**config.mk**
```make
export PLATFORM = sky130hd
export DESIGN_NAME = pc_fetch_unit_flat
export DESIGN_NICKNAME = d
export VERILOG_FILES = /design/src/rtl/pc_fetch_unit_pkg.sv /design/src/rtl/pc_fetch_unit_if.sv /design/src/rtl/pc_fetch_unit_next_mux.sv /design/src/rtl/pc_fetch_unit.sv /design/src/flat_wrapper.sv
export SDC_FILE = /design/constraint.sdc
export NUM_CORES = 1
export LEC_CHECK = 0
export ABC_AREA = 1
export CORE_UTILIZATION = 35
export DETAILED_ROUTE_END_ITERATION = 12
export HOLD_SLACK_MARGIN = 0.15
export PLACE_DENSITY = 0.63
export SYNTH_ARGS = -nofsm -noshare
export SYNTH_HDL_FRONTEND = slang
export SYNTH_SLANG_ARGS = --single-unit
```
**constraint.sdc**
```tcl
create_clock -name clk -period 2 [get_ports clk]
set_input_delay 0.3 -clock clk [delete_from_list [all_inputs] [get_ports clk]]
set_output_delay 0.3 -clock clk [all_outputs]
set_load 0.01 [all_outputs]
```
**src/rtl/pc_fetch_unit_pkg.sv**
```systemverilog
// Shared types and constants for the PC register / fetch-control stage.
package pc_fetch_unit_pkg;

  localparam int          XLEN_DEF      = 32;
  localparam logic [31:0] RESET_VEC_DEF = 32'h0000_0000;

  // Next-PC select as produced by PC_sel_gen
  typedef enum logic [1:0] {
    PC_SEL_SEQ  = 2'b00,
    PC_SEL_BR   = 2'b01,
    PC_SEL_JALR = 2'b10,
    PC_SEL_SYS  = 2'b11
  } pc_sel_e;

  // Fetch-control FSM states
  typedef enum logic [1:0] {
    ST_BOOT = 2'b00,
    ST_RUN  = 2'b01,
    ST_HALT = 2'b10
  } fetch_state_e;

  // Branch/JAL and JALR are the only selects that redirect the fetch stream
  function automatic logic is_redirect(input pc_sel_e sel);
    return (sel == PC_SEL_BR) || (sel == PC_SEL_JALR);
  endfunction

endpackage

```
**src/rtl/pc_fetch_unit_if.sv**
```systemverilog
// Bundle of select/target/control inputs and PC/status outputs of the fetch stage.
interface pc_fetch_unit_if #(
  parameter int XLEN = 32
);
  logic [1:0]      pc_sel_src;
  logic [XLEN-1:0] branch_target;
  logic [XLEN-1:0] jalr_base;
  logic [XLEN-1:0] jalr_imm;
  logic            sys_halt;
  logic            stall;
  logic            resume;

  logic [XLEN-1:0] pc;
  logic [XLEN-1:0] pc_plus4;
  logic            fetch_valid;
  logic            flush;
  logic            halted;
  logic            misaligned;

  // Upstream side: decode / hazard logic drives selects and targets
  modport master (
    output pc_sel_src, branch_target, jalr_base, jalr_imm,
           sys_halt, stall, resume,
    input  pc, pc_plus4, fetch_valid, flush, halted, misaligned
  );

  // Fetch stage side
  modport slave (
    input  pc_sel_src, branch_target, jalr_base, jalr_imm,
           sys_halt, stall, resume,
    output pc, pc_plus4, fetch_valid, flush, halted, misaligned
  );
endinterface

```
**src/rtl/pc_fetch_unit_next_mux.sv**
```systemverilog
// Combinational next-PC datapath: pc+4, masked JALR target, selected
// next PC and the word-misalignment flag for redirects.
module pc_next_mux
  import pc_fetch_unit_pkg::*;
#(
  parameter int XLEN = 32
) (
  input  logic [XLEN-1:0] pc,
  input  logic [1:0]      pc_sel_src,
  input  logic [XLEN-1:0] branch_target,
  input  logic [XLEN-1:0] jalr_base,
  input  logic [XLEN-1:0] jalr_imm,
  output logic [XLEN-1:0] pc_plus4,
  output logic [XLEN-1:0] jalr_target,
  output logic [XLEN-1:0] next_pc,
  output logic            redirect,
  output logic            misalign
);

  localparam logic [XLEN-1:0] FOUR     = XLEN'(4);
  localparam logic [XLEN-1:0] BIT0_CLR = ~XLEN'(1);

  pc_sel_e sel;

  // Select decode, adders (wrap modulo 2^XLEN) and target mux
  always_comb begin
    sel         = pc_sel_e'(pc_sel_src);
    pc_plus4    = pc + FOUR;
    jalr_target = (jalr_base + jalr_imm) & BIT0_CLR;
    redirect    = is_redirect(sel);
    next_pc     = pc_plus4;
    unique case (sel)
      PC_SEL_SEQ:  next_pc = pc_plus4;
      PC_SEL_BR:   next_pc = branch_target;
      PC_SEL_JALR: next_pc = jalr_target;
      PC_SEL_SYS:  next_pc = pc_plus4;
      default:     next_pc = pc_plus4;
    endcase
    // Bit 0 is ignored (already cleared for JALR); bit 1 set means not word aligned
    misalign = redirect && next_pc[1];
  end

endmodule

```
**src/rtl/pc_fetch_unit.sv**
```systemverilog
// PC register and fetch-control FSM: stall hold, one-cycle flush after a
// redirect, halt on ECALL/EBREAK and a sticky misaligned-target trap.
//
// state   | meaning
// --------+------------------------------------------------------------
// ST_BOOT | first cycle after reset, no valid fetch, pc = reset vector
// ST_RUN  | fetching; pc advances per select unless stalled
// ST_HALT | fetch stopped; resume leaves unless the trap flag is set
module pc_fetch_unit
  import pc_fetch_unit_pkg::*;
#(
  parameter int              XLEN      = XLEN_DEF,
  parameter logic [XLEN-1:0] RESET_VEC = XLEN'(RESET_VEC_DEF)
) (
  input logic            clk,
  input logic            rst,
  pc_fetch_unit_if.slave bus
);

  fetch_state_e    state_q, state_d;
  logic [XLEN-1:0] pc_q, pc_d;
  logic            flush_q, flush_d;
  logic            misaligned_q, misaligned_d;

  logic [XLEN-1:0] pc_plus4;
  logic [XLEN-1:0] jalr_target;
  logic [XLEN-1:0] next_pc;
  logic            redirect;
  logic            misalign;

  pc_next_mux #(
    .XLEN(XLEN)
  ) u_next_mux (
    .pc            (pc_q),
    .pc_sel_src    (bus.pc_sel_src),
    .branch_target (bus.branch_target),
    .jalr_base     (bus.jalr_base),
    .jalr_imm      (bus.jalr_imm),
    .pc_plus4      (pc_plus4),
    .jalr_target   (jalr_target),
    .next_pc       (next_pc),
    .redirect      (redirect),
    .misalign      (misalign)
  );

  // Next-state and next-register values; flush defaults low so it only
  // ever lasts the single cycle after an accepted redirect
  always_comb begin
    state_d      = state_q;
    pc_d         = pc_q;
    flush_d      = 1'b0;
    misaligned_d = misaligned_q;
    unique case (state_q)
      ST_BOOT: state_d = ST_RUN;
      ST_RUN: begin
        if (!bus.stall) begin
          if (redirect) begin
            if (misalign) begin
              misaligned_d = 1'b1;
              state_d      = ST_HALT;
            end else begin
              pc_d    = next_pc;
              flush_d = 1'b1;
            end
          end else if ((pc_sel_e'(bus.pc_sel_src) == PC_SEL_SYS) && bus.sys_halt) begin
            state_d = ST_HALT;
          end else begin
            pc_d = next_pc;
          end
        end
      end
      ST_HALT: begin
        // A misaligned trap is only cleared by reset
        if (bus.resume && !misaligned_q) begin
          state_d = ST_RUN;
          pc_d    = pc_plus4;
        end
      end
      default: state_d = ST_BOOT;
    endcase
  end

  // State and PC registers with synchronous active-low reset
  always_ff @(posedge clk) begin
    if (!rst) begin
      state_q      <= ST_BOOT;
      pc_q         <= RESET_VEC;
      flush_q      <= 1'b0;
      misaligned_q <= 1'b0;
    end else begin
      state_q      <= state_d;
      pc_q         <= pc_d;
      flush_q      <= flush_d;
      misaligned_q <= misaligned_d;
    end
  end

  // Output mapping
  always_comb begin
    bus.pc          = pc_q;
    bus.pc_plus4    = pc_plus4;
    bus.fetch_valid = (state_q == ST_RUN);
    bus.flush       = flush_q;
    bus.halted      = (state_q == ST_HALT);
    bus.misaligned  = misaligned_q;
  end

endmodule

```
**src/flat_wrapper.sv**
```systemverilog
// flat-port wrapper written by rule: the top's interface ports become plain ports
module pc_fetch_unit_flat import pc_fetch_unit_pkg::*;
#(
  parameter int              XLEN      = XLEN_DEF,
  parameter logic [XLEN-1:0] RESET_VEC = XLEN'(RESET_VEC_DEF)
)
  (clk, rst, bus_pc_sel_src, bus_branch_target, bus_jalr_base, bus_jalr_imm, bus_sys_halt, bus_stall, bus_resume, bus_pc, bus_pc_plus4, bus_fetch_valid, bus_flush, bus_halted, bus_misaligned);
  pc_fetch_unit_if #(.XLEN(XLEN)) bus_i ();
  input logic clk;
  input logic rst;
  input wire logic [$bits(bus_i.pc_sel_src)-1:0] bus_pc_sel_src;
  input wire logic [$bits(bus_i.branch_target)-1:0] bus_branch_target;
  input wire logic [$bits(bus_i.jalr_base)-1:0] bus_jalr_base;
  input wire logic [$bits(bus_i.jalr_imm)-1:0] bus_jalr_imm;
  input wire logic [$bits(bus_i.sys_halt)-1:0] bus_sys_halt;
  input wire logic [$bits(bus_i.stall)-1:0] bus_stall;
  input wire logic [$bits(bus_i.resume)-1:0] bus_resume;
  output wire logic [$bits(bus_i.pc)-1:0] bus_pc;
  output wire logic [$bits(bus_i.pc_plus4)-1:0] bus_pc_plus4;
  output wire logic [$bits(bus_i.fetch_valid)-1:0] bus_fetch_valid;
  output wire logic [$bits(bus_i.flush)-1:0] bus_flush;
  output wire logic [$bits(bus_i.halted)-1:0] bus_halted;
  output wire logic [$bits(bus_i.misaligned)-1:0] bus_misaligned;
  assign bus_i.pc_sel_src = bus_pc_sel_src;
  assign bus_i.branch_target = bus_branch_target;
  assign bus_i.jalr_base = bus_jalr_base;
  assign bus_i.jalr_imm = bus_jalr_imm;
  assign bus_i.sys_halt = bus_sys_halt;
  assign bus_i.stall = bus_stall;
  assign bus_i.resume = bus_resume;
  assign bus_pc = bus_i.pc;
  assign bus_pc_plus4 = bus_i.pc_plus4;
  assign bus_fetch_valid = bus_i.fetch_valid;
  assign bus_flush = bus_i.flush;
  assign bus_halted = bus_i.halted;
  assign bus_misaligned = bus_i.misaligned;
  pc_fetch_unit #(.XLEN(XLEN), .RESET_VEC(RESET_VEC)) u_core (.clk(clk), .rst(rst), .bus(bus_i));
endmodule
```
==> results of run 1 <==
## per-layer routing
| layer | wire length (um) | GRT usage (%) | share of wire (%) | vias up |
|---|---|---|---|---|
| met4 | 625 | 6.93 | 2.6 | 0 |
| met3 | 1540 | 2.51 | 6.3 | 32 |
| met2 | 11500 | 48.3 | 47 | 290 |
| met5 | 0 | 0 | 0 | - |
| li1 | - | - | - | 4064 |
| met1 | 10800 | 37.6 | 44 | 3692 |
## flip-flops by register name, summed over array words and instances (netlist names)
signal and flops:
u_core.bus.misaligned 1, u_core.state_q 2, u_core.bus.pc 32, u_core.bus.flush 1
## layout by cell type (no fill, tap or decap), drive strengths merged, types with 10 or more instances in the layout
cell type	netlist	final
a21oi	83	83
nor3	14	14
buf	11	251
ha	38	38
nor2	116	116
nand3	63	63
dfxtp	36	36
dlymetal6s2s	0	37
nand2	374	374
inv	186	186
o21ai	41	41
xor2	12	12
o22ai	10	10
clkdlybuf4s50	0	96
nand4	12	12
## area by class of cell
class | instances | area share (%)
Clock buffer | 5 | 1.14
Clock inverter | 3 | 0.388
Inverter | 187 | 6.50
Multi-Input combinational cell | 809 | 49.5
Sequential cell | 36 | 6.84
Tap cell | 211 | 2.41
Timing Repair Buffer | 394 | 33.2
## cells by family after synthesis
family / count (synthesis) / synth area share, %
DFF: 36 / 13.1
adders and majority gates: 39 / 9.00
xor gates and xnor gates: 20 / 3.32
and+or+nand+nor: 601 / 45.2
buffers and inverters: 212 / 14.9
AOI/OAI and AO/OA: 149 / 14.5
## repair_timing
item,in CTS,in global routing
hold endpoints to repair,0,0
setup endpoints to repair,63,60
pin swaps,41,88
cloned,3,0
resized for setup,268,313
setup buffers,23,13
## where the power goes
| part | internal (uW) | switching, uW |
|---|---|---|
| Combinational | 3970 | 3800 |
| Sequential | 1050 | 316 |
| Clock | 587 | 350 |
## critical path, stage by stage, from the launching register on
cell,delay [ns]
dfxtp_4,0.38
nand2_2,0.12
nor2_4,0.14
buf_4,0.12
nand2_1,0.09
buf_4,0.16
nor2_2,0.13
nand2_1,0.06
nand2_1,0.07
nand2_2,0.07
buf_6,0.12
## worst min path at each step
stage,end,depth (start not counted)
detailed placement,u_core.bus.misaligned,2
global route,u_core.bus.pc[0],2
floorplan,u_core.bus.pc[3],2
global placement,u_core.bus.misaligned,2
finish,u_core.bus.misaligned,2
CTS,u_core.bus.misaligned,2
## through the flow
step / hold slack (ns) / std cells / utilization, %
final: 0.507 / 1645 / 71.8
after global routing: 0.526 / 1645 / 71.8
after CTS: 0.485 / 1633 / 64.1
after detailed placement: 0.470 / 1601 / 57.7
after global placement: 0.469 / 1601 / 57.7
after floorplan: 0.438 / 1057 / -
==> impl_metrics.csv, run 1 <==
group,metric,value,unit
synth,synthCells,1057,
route,wl,24.5,mm
synth,synth_top_area_share,25.3,%
global_route,grt_pass1_vias,7377,
setup_path,ff2ff_setup_slack,-0.01,ns
global_route,grt_usage,28.1,%
min_path,hold_class,"reg -> reg",
final_layout,drive_above_1_share,39.5,%
clocking,cts.path.max_buffers,2,
sta,timing.final.crit_share,102,%
route,dr.pass1.iters,5,
synth,synth_most_common_cell,"nand2_1",
synth,synth_top_area_cell,"nand2_1",
setup_path,cp-end-kind,"output port",
power,peakVddDrop,0.614,mV
outcome,status,"finished, violations left",
sta,skew,0.00498,ns
floorplanning,die-width,127,um
sta,slew-limit-headroom,71.8,%
clocking,clk_latency,0.29,ns
synth,synth_area_leaders,"nand2_1, dfxtp_1, inv_1, ha_1, a21oi_1",
outcome,violations,"negative setup slack",
sta,rsz0062_at_grt,"true",
placement,placed_area,8810,um^2
setup_path,r2r-start,"u_core.bus.pc[10]",
sta,setup_viol_count_final,12,
floorplanning,die_height,127,um
sta,period_needed,2.04,ns
power,finalPower,10100,uW
synth,synth_warnings,0,
synth,ys_seq_elements,36,
clocking,h-tree-depth,2,
placement,pre_cts_ws,-0.654,ns
setup_path,r2r-end,"u_core.bus.pc[31]",
final_layout,final_area,11000,um^2
setup_path,worstSetupPathType,"reg -> out",
synth,synth_area,5510,um^2
route,drt_iter0_markers,451,
global_route,grt-ovfl-total,0,
clocking,holdBufCountCts,0,
global_route,grt_pass1_wl,36.2,mm
clocking,cts_made_buffers,5,
sta,fin_tns_setup,-0.310,ns
floorplanning,rows,45,
floorplanning,die_area,16200,um^2
route,routedWlPerCell,14.9,um
floorplanning,core-area,15300,um^2
floorplanning,start_util,36.1,%
final_layout,syn2layout_area_growth,98.9,%
route,antenna_left,0,
setup_path,startpoint_type,"flop",
synth,async_reset_ff_share,0,%
final_layout,antennaDiodeCount,0,
synth,synthTopCellsByCount,"nand2_1, inv_1, nor2_1",
sta,layout_setup_ws,-0.0445,ns
setup_path,crit_required,1.70,ns
synth,synth_ff_type,"dfxtp_1",
synth,syn_nets,1199,
sta,worst_pin_slew,0.422,ns
synth,avgSynthCellArea,5.21,um^2
route,vias_per_cell,4.91,
min_path,min_from,"u_core.bus.misaligned",
setup_path,worstRegToRegCells,16,
clocking,cts_tree,"done",
synth,ys_seq_area_share,13.1,%
placement,place_hpwl,17.3,mm
route,drc_errors,0,
setup_path,endpoint,"bus_pc_plus4[25]",
setup_path,worstPathMaxFanout,3,
route,routed-via-count,8078,
power,cellPowerDensity,919,nW/um^2
setup_path,cp.arrival,1.74,ns
final_layout,nets,1575,
placement,portBuffers,170,
final_layout,regArea,749,um^2
final_layout,fill_cells,1259,
run,maxCapViolations,0,
clocking,clock-sinks,36,
synth,synthDistinctLibCells,38,
setup_path,critPathLaunch,"u_core.bus.pc[10]",
clocking,root_buffer,"clkbuf_16",
placement,place_congestion,0.956,
global_route,antenna_found_initial,0,
power,total_leakage_power,0.00574,uW
floorplanning,io_pins,171,
sta,hold_viol,0,
synth,synth_edf_count,0,
sta,slew_viol_final,0,
clocking,clk_pin_slew,0.06,ns
global_route,grt_start_max_net_pins,29,
sta,fmax,0.489,GHz
final_layout,multiInputGateArea,5420,um^2
No activity file was read; power rests on OpenSTA's default activity.
==> inputs of run 2 (changes only) <==
- SLEW_MARGIN: default -> 20
==> results of run 2 <==
Final layout, timing and power as in run 1 (identical DEF).
==> inputs of run 3 (changes only) <==
--- a/config.mk
+++ b/config.mk
@@ -7,8 +7,8 @@
 export LEC_CHECK = 0
 export ABC_AREA = 1
-export CORE_UTILIZATION = 35
+export CORE_UTILIZATION = 52
 export DETAILED_ROUTE_END_ITERATION = 12
 export HOLD_SLACK_MARGIN = 0.15
-export PLACE_DENSITY = 0.63
+export PLACE_DENSITY = 0.86
 export SLEW_MARGIN = 20
 export SYNTH_ARGS = -nofsm -noshare
==> constraint.sdc (replaced) <==
create_clock -name clk -period 2.4 [get_ports clk]
set_input_delay 0.48 -clock clk [delete_from_list [all_inputs] [get_ports clk]]
set_output_delay 0.48 -clock clk [all_outputs]
set_load 0.01 [all_outputs]
==> run 3 against run 2 <==
The flow still finishes with violations (negative setup slack). Total power down 33%. Via count up 4.8%. Critical path depth fell by 4. Count of clock-buffer cells in the layout stayed put. Non-clock buffer count is 77 lower.
==> impl_metrics.csv, run 3 (synthesis gave the netlist of run 1 again) <==
group,metric,value,unit
final_layout,final_common_cell,"nand2_1",
route,wl,25.2,mm
floorplanning,die_area,11000,um^2
route,antenna_left,0,
route,drt_iter0_markers,1102,
clocking,h-tree-depth,2,
sta,whs,0.516,ns
sta,hold_viol,0,
clocking,root_buffer,"clkbuf_8",
sta,slew_viol_final,0,
final_layout,syn2layout_area_growth,62.4,%
setup_path,cpPeakStageDelay,0.57,ns
power,cellPowerDensity,759,nW/um^2
route,drc_errors,0,
min_path,hold_class,"reg -> reg",
final_layout,final_area,8950,um^2
setup_path,worstSetupPathType,"reg -> out",
setup_path,crit_family,"buffers and inverters",
sta,period_needed,2.41,ns
placement,place_congestion,0.965,
clocking,cts.path.max_buffers,2,
sta,rsz0062_at_grt,"true",
sta,skew,0.00576,ns
placement,portBuffers,170,
sta,slew-limit-headroom,72.8,%
outcome,violations,"negative setup slack",
floorplanning,die-width,105,um
setup_path,startpoint_type,"flop",
global_route,antenna_found_initial,0,
final_layout,antennaDiodeCount,0,
floorplanning,core-area,10300,um^2
global_route,grt_pass1_wl,35.7,mm
route,vias_per_cell,5.67,
sta,layout_setup_ws,-0.0125,ns
outcome,status,"finished, violations left",
setup_path,crit_required,1.92,ns
clocking,clock-sinks,36,
sta,worst_pin_slew,0.408,ns
final_layout,drive_above_1_share,20.9,%
clocking,cts_tree,"done",
setup_path,cp.arrival,1.93,ns
setup_path,cp_cell_sequence,"nand2_4 -> nor2_4 -> buf_4 -> nor2_1 -> a21oi_2 -> clkdlybuf4s50_1",
route,routed-via-count,8462,
clocking,clk_latency,0.31,ns
sta,setup_viol_count_final,5,
clocking,clk_pin_slew,0.08,ns
sta,fmax,0.415,GHz
global_route,grt_start_max_net_pins,30,
sta,timing.final.crit_share,101,%
power,total_leakage_power,0.00467,uW
final_layout,largest_register_ffs,32,
floorplanning,rows,37,
setup_path,worstPathMaxFanout,5,
route,routedWlPerCell,16.9,um
route,dr.pass1.iters,6,
power,peakVddDrop,0.602,mV
global_route,grt-ovfl-total,0,
global_route,grt_pass1_vias,7604,
setup_path,cp-end-kind,"output port",
sta,fin_tns_setup,-0.0205,ns
final_layout,final_cell_mix,"nand2_1, inv_1, buf_4, clkdlybuf4s50_1, nor2_1",
run,maxCapViolations,0,
floorplanning,die_height,105,um
final_layout,nets,1498,
placement,place_hpwl,16.8,mm
floorplanning,start_util,53.6,%
setup_path,slowest_stage,"clkdlybuf4s50_1",
global_route,grt_usage,40.4,%
placement,placed_area,8280,um^2
setup_path,cp_num_buf_inv,2,
floorplanning,io_pins,171,
final_layout,fin_util,87.0,%
clocking,cts_made_buffers,5,
==> run 3: worst paths after layout <==
path              slack, ns         startpoint  depth (start not counted)           endpoint
setup reg to reg       0.12  u_core.state_q[0]                         10  u_core.bus.pc[17]
hold / removal         0.52  u_core.bus.pc[22]                          2  u_core.bus.pc[22]
hold reg to reg        0.52  u_core.bus.pc[22]                          2  u_core.bus.pc[22]
setup / recovery      -0.01   u_core.bus.pc[5]                          6    bus_pc_plus4[7]
==> run 3: worst register-to-register path, cell delays in order, from the launching register on <==
cell and delay, ns:
dfxtp_1 0.33, inv_1 0.12, ha_1 0.42, inv_1 0.10
a21oi_1 0.33, nor2_2 0.13, nand2_4 0.16, inv_1 0.09
buf_12 0.17, o21ai_1 0.24, a21oi_1 0.08
==> run 3: cell type report <==
class | count | area (um^2)
Clock inverter | 3 | 18.8
Inverter | 187 | 702
Clock buffer | 5 | 68.8
Timing Repair Buffer | 317 | 2830
Fill cell | 613 | 1330
Sequential cell | 36 | 761
Tap cell | 136 | 170
Multi-Input combinational cell | 809 | 4390
==> run 3: what timing repair did <==
item,4_1_cts,5_1_grt
buffers inserted,13,2
endpoints found under the setup margin,59,49
hold buffers,0,0
pin swaps,15,13
resized for setup,82,98
cloned,2,0
==> run 3: per-layer routing <==
layer  GRT usage (%)  vias up  share of wire, %
met3            6.49      184                11
li1                -     3890                 -
met2            69.5      673                45
met5               0        -                 0
met1            49.4     3715                37
met4            18.0        0               6.5
==> run 3: power by group <==
| part | switching [uW] | internal (uW) | total (uW) | leakage (uW) |
|---|---|---|---|---|
| combinational | 2700 | 2410 | 5110 | 0.00432 |
| sequential | 324 | 891 | 1210 | 0.000304 |
| clock | 265 | 203 | 468 | 0.0000479 |
| total | 3290 | 3500 | 6790 | 0.00467 |
==> run 3: metrics by stage <==
stage	instances	total power, uW	setup WS, ns
after CTS	1491	6270	-0.134
after floorplan	1057	3240	0.242
after detailed placement	1468	5490	-0.510
after global routing	1493	7130	-0.132
after global placement	1468	5380	-0.365
final	1493	6790	-0.0125
